File: src/rtl/booth_product_accumulator.sv
// Burst accumulator for signed Booth products: sums len products into a wider
// saturating accumulator and presents the sum on a valid/ready output port.
module booth_product_accumulator #(
   parameter int PROD_W = 64,
   parameter int ACC_W  = 72,
   parameter int CNT_W  = 8
) (
   input  logic              clk,
   input  logic              reset,
   input  logic              flush,
   input  logic [CNT_W-1:0]  len,
   input  logic              prod_valid,
   output logic              prod_ready,
   input  logic [PROD_W-1:0] product,
   output logic              acc_valid,
   input  logic              acc_ready,
   output logic [ACC_W-1:0]  acc_out,
   output logic              overflow,
   output logic [1:0]        o_dbg_state
);

   // Both ports: a transfer happens on a rising edge where valid && ready,
   // ready never depends on valid, and a producer holds its data until taken.
   typedef enum logic [1:0] {S_IDLE = 2'd0, S_ACCUM = 2'd1, S_HOLD = 2'd2} state_t;

   state_t             r_state;
   state_t             w_next;
   logic               r_run;
   logic [ACC_W-1:0]   r_acc;
   logic [CNT_W-1:0]   r_cnt;
   logic [CNT_W-1:0]   r_len_q;
   logic               r_ovf;
   logic [ACC_W-1:0]   r_acc_out;
   logic               r_ovf_out;

   logic               w_accept;
   logic               w_out_hs;
   logic [CNT_W-1:0]   w_len_eff;
   logic               w_last;
   logic [ACC_W:0]     w_sum;
   logic               w_clamp;
   logic [ACC_W-1:0]   w_res;

   assign w_accept  = prod_valid && prod_ready && !flush;
   assign w_out_hs  = acc_valid && acc_ready && !flush;
   assign w_len_eff = (len == '0) ? CNT_W'(1) : len;
   assign w_last    = (r_state == S_IDLE) ? (w_len_eff == CNT_W'(1))
                                          : ((r_cnt + CNT_W'(1)) == r_len_q);

   // One guard bit: the add cannot wrap, so disagreeing top bits mean clamp.
   assign w_sum   = {r_acc[ACC_W-1], r_acc}
                  + {{(ACC_W+1-PROD_W){product[PROD_W-1]}}, product};
   assign w_clamp = w_sum[ACC_W] ^ w_sum[ACC_W-1];
   assign w_res   = !w_clamp     ? w_sum[ACC_W-1:0] :
                    w_sum[ACC_W] ? {1'b1, {(ACC_W-1){1'b0}}}
                                 : {1'b0, {(ACC_W-1){1'b1}}};

   always_ff @(posedge clk) begin
      if (!reset) begin
         r_state <= S_IDLE;
         r_run   <= 1'b0;
      end else begin
         r_state <= w_next;
         r_run   <= 1'b1;
      end
   end

   always_comb begin
      w_next = r_state;
      case (r_state)
         S_IDLE:  if (w_accept) w_next = w_last ? S_HOLD : S_ACCUM;
         S_ACCUM: if (w_accept && w_last) w_next = S_HOLD;
         S_HOLD:  if (w_out_hs) w_next = S_IDLE;
         default: w_next = S_IDLE;
      endcase
      if (flush) w_next = S_IDLE;
   end

   always_comb begin
      prod_ready  = r_run && (r_state != S_HOLD);
      acc_valid   = (r_state == S_HOLD);
      acc_out     = r_acc_out;
      overflow    = r_ovf_out;
      o_dbg_state = r_state;
   end

   always_ff @(posedge clk) begin
      if (!reset) begin
         r_acc     <= '0;
         r_cnt     <= '0;
         r_len_q   <= '0;
         r_ovf     <= 1'b0;
         r_acc_out <= '0;
         r_ovf_out <= 1'b0;
      end else if (flush) begin
         r_acc     <= '0;
         r_cnt     <= '0;
         r_ovf     <= 1'b0;
         r_ovf_out <= 1'b0;
      end else if (w_accept) begin
         r_acc <= w_res;
         r_cnt <= r_cnt + CNT_W'(1);
         r_ovf <= r_ovf | w_clamp;
         if (r_state == S_IDLE) r_len_q <= w_len_eff;
         if (w_last) begin
            r_acc_out <= w_res;
            r_ovf_out <= r_ovf | w_clamp;
         end
      end else if (w_out_hs) begin
         // acc_out deliberately keeps its last value; only valid qualifies it.
         r_acc     <= '0;
         r_cnt     <= '0;
         r_ovf     <= 1'b0;
         r_ovf_out <= 1'b0;
      end
   end

endmodule

File: config.mk
export PLATFORM = sky130hd
export DESIGN_NAME = booth_product_accumulator
export DESIGN_NICKNAME = d
export VERILOG_FILES = /design/src/rtl/booth_product_accumulator.sv
export SDC_FILE = /design/constraint.sdc
export NUM_CORES = 1
export LEC_CHECK = 0
export CORE_ASPECT_RATIO = 1.4
export CORE_UTILIZATION = 35
export CTS_CLUSTER_DIAMETER = 120
export DETAILED_ROUTE_END_ITERATION = 6
export GPL_ROUTABILITY_DRIVEN = 0
export PLACE_DENSITY = 0.57
export SLEW_MARGIN = 20
export SYNTH_ARGS = -nofsm -noshare
export SYNTH_HDL_FRONTEND = slang
export SYNTH_SLANG_ARGS = --single-unit
File: constraint.sdc
create_clock -name clk -period 7 [get_ports clk]
set_clock_uncertainty 0.2 [all_clocks]
set_input_delay 1.05 -clock clk [delete_from_list [all_inputs] [get_ports clk]]
set_output_delay 1.05 -clock clk [all_outputs]
set_load 0.02 [all_outputs]
==> summary.md <==
| Metric | Value |
|---|---|
| Outcome | finished, violations left |
| Failing checks | DRC |
| GRT overflow | 0 |
| DRC Markers | 12 |
| Crit-path max cell delay | 0.83 ns |
| First-pass GRT wire length | 62.4 mm |
| Cell area after synthesis | 11100 um^2 |
| GR Util All Layers | 24.6% |
| Mean Syn Cell Area | 7.68 um^2 |
| Final Cell Area | 13400 um^2 |
| Internal reg-to-reg setup slack | 2.28 ns |
| DRT Pass-1 Iters | 7 |
| Cell Pwr Density | 169 nW/um^2 |
| Io pins | 154 |
| Hold Startpoint | r_acc[40]$_SDFFE_PP0P_ |
| Worst Path Arrival | 5.65 ns |
| Final Util | 43.3% |
| Critical-path top delay cell | nor2_4 |
| FF-to-FF Start | r_acc[0]$_SDFFE_PP0P_ |
| Post-CTS setup buffers | 0 |
| Fmax | 0.183 GHz |
| Largest net degree at the start of global routing | 75 |
| Critical path fanouts, max | 29 |
| Total routed wirelength | 39.6 mm |
| Top cell type's share of synthesized area | 29.7% |
| Synth Instances | 1447 |
| RSZ-0062 raised after global routing | no |
| CTS Sinks | 165 |
| WS Path Type | input pin to flop |
| Tcrit/Tclk final | 78.1% |
| DP Cell Count | 1908 |
| Final hold slack | 0.254 ns |
| Final setup fails | 0 |
| CP endpoint kind | flop |
| Ys async rst share | 0% |
| Die X | 153 um |
| Hold_buf cts | 0 |
| Core ar. | 31000 um^2 |
| Net Sw Power | 0.000677 W |
| Synth cell types | 79 |
| Reg-to-reg endpoint | acc_out[29]$_SDFFE_PN0P_ |
| WL/cell | 20.4 um |
| Reg2Reg Depth | 13 |
| CP cell instances | clkdlybuf4s50_1, ha_1, inv_1, fa_1, nor2b_1, o2111ai_1, a21oi_1, o2111ai_1, a31oi_1, o31ai_1, o2111a_1, nor2_4, a211oi_1, a21oi_1 |
| Final min period | 5.47 ns |
| Cells resized by post-CTS repair | 0 |
| Sw frac | 29.9% |
| Internal power | 0.00158 W |
| CTS H-tree lvls | 4 |
| Layout net count | 1688 |
| Die area | 32500 um^2 |
| Clock Tree Buf Depth | 2 |
| Top cells by count, synth | a21oi_1, nand2_1, dfxtp_1 |
| Die Y | 213 um |
| Antenna Cells | 0 |
| Clock Power Share | 42.4% |
| Hold Path Depth | 2 |
| Initial Utilization | 35.8% |
| Cell accounting for the most synthesized area | dfxtp_1 |
| Slew margin rel. | 24.1% |
| Final ANT Viol Nets | 0 |
| Flop pwr share | 42.2% |
| Hold-critical path endpoint | r_acc[40]$_SDFFE_PP0P_ |
| Initial antenna violation count | 0 |
| DP Area | 12800 um^2 |
| Skew-Pair Late Insertion Delay | 0.46 ns |
| Non-Filler Instances | 1940 |
| Syn_nets | 1598 |
| Max-Cap Viols | 0 |
| Required @ worst endpoint | 7.18 ns |
| CTS tree | built |
| # port buffers | 153 |
| Final max-slew violation count | 0 |
| Startpoint types | input pin |
| Leak | 5.20 nW |
| Comb power frac | 15.4% |
| CP Buf/Inv Count | 2 |
| Ys Warns | 0 |
| Via count | 11405 |
| Worst min-delay path class | flop to flop |
| Layout cells sized above 1 | 4.77% |
| Area Growth Syn to Fin | 20.7% |
| Ranking of synthesized cells by area | dfxtp_1, ha_1, a21oi_1 |
| Vias in the first global route | 11111 |
| Via-to-Cell Ratio | 5.88 |
| Setup_tns | 0 ns |
| FF+latch count, synth | 165 |
| Starting DRT DRC Count | 934 |
| Seq/Total Area, Yosys | 29.7% |
| Number of synthesized flops with an enable pin | 0 |
| Top delay family on crit path | compound AO/OA/AOI/OAI gates |
| Synth Flop Type | dfxtp_1 |
| Clk slew on worst S/H paths | 0.07 ns |
| Max VDD drop | 141 uV |
| Final Hold Fails | 0 |
| HPWL after DPL | 29.3 mm |
| CTS buffer count | 17 |
| CTS root buf | clkbuf_16 |
| Worst slew pin tran | 1.13 ns |
| Placement row count | 76 |
-- sequential cells by signal, indices dropped and copies added (netlist names) --
signal and cells:
acc_out 72, r_acc 72, r_cnt 8, r_len_q 8
o_dbg_state 2, overflow 1, r_ovf 1, r_run 1
-- power by group through the flow --
stage               logic, W  clock network, W  registers, W
floorplan           0.000217                 0      0.000975
global placement    0.000342                 0      0.000977
detailed placement  0.000342                 0      0.000977
CTS                 0.000345          0.000976      0.000955
global route        0.000379           0.00102      0.000956
finish              0.000348          0.000958      0.000955
-- worst register-to-register path, cell delays in order, from the launching register on --
cell and delay (ns):
dfxtp_1 0.34, ha_1 0.18, inv_1 0.06, fa_1 0.39, nor2b_1 0.17, o2111ai_1 0.15, a21oi_1 0.67, o2111ai_1 0.27
a31oi_1 0.33, o31ai_1 0.10, o2111a_1 0.45, nor2_4 0.84, a211oi_1 0.30, a21oi_1 0.21
-- worst max path at each step --
stage	startpoint	endpoint	slack (ns)	cells past startpoint
floorplan	product[0]	acc_out[27]$_SDFFE_PN0P_	2.86	16
global placement	product[0]	acc_out[29]$_SDFFE_PN0P_	1.20	14
detailed placement	product[0]	acc_out[35]$_SDFFE_PN0P_	1.09	14
CTS	product[0]	acc_out[35]$_SDFFE_PN0P_	1.57	14
global route	product[0]	acc_out[35]$_SDFFE_PN0P_	1.27	14
finish	product[0]	acc_out[29]$_SDFFE_PN0P_	1.53	14
-- kinds of logic after synthesis --
| kind of cell | count (synthesis) | synth area share, % |
|---|---|---|
| buf+inv | 132 | 4.99 |
| fa+ha+maj | 76 | 8.58 |
| mux | 11 | 1.00 |
| xor+xnor | 77 | 6.24 |
| flops | 165 | 29.7 |
| simple gates | 437 | 18.3 |
| compound gates | 549 | 31.2 |
-- cell usage in the layout, fill, tap and decap left out, types with 10 or more instances in the layout --
master             n
nand2_1          176
nor2_1            78
a21oi_1          177
nand3_1           45
o21ai_0          117
nor3_1            40
xor2_1            26
clkbuf_16         17
a211oi_1          41
o31ai_1           16
o211ai_1          22
ha_1              73
o21a_1            16
clkdlybuf4s50_1  152
a31oi_1           18
xnor2_1           50
nand4_1           38
mux2i_1           10
o21bai_1          27
inv_1             37
dfxtp_1          165
o221a_1           10
a21o_1            21
o21ai_1           22
buf_4             12
-- layout make-up --
class	count	area (um^2)
Clock inverter	14	139
Multi-Input combinational cell	1150	7290
Tap cell	390	488
Clock buffer	18	429
Sequential cell	165	3300
Inverter	38	143
Fill cell	3118	17600
Timing Repair Buffer	165	1620
-- metrics by stage --
stage          total power, W  setup slack, ns
2_1_floorplan         0.00119             2.86
3_3_place_gp          0.00132             1.20
3_5_place_dp          0.00132             1.09
4_1_cts               0.00228             1.57
5_1_grt               0.00235             1.27
6_report              0.00226             1.53
-- per-layer routing --
metal	up-vias	part of all wire [%]	track usage, %
met5	-	0	0
met4	0	3.6	10.5
met3	77	4.6	2.80
met2	405	49	43.4
met1	5388	43	30.2
li1	5535	-	-
(Power assumes the default switching activity.)
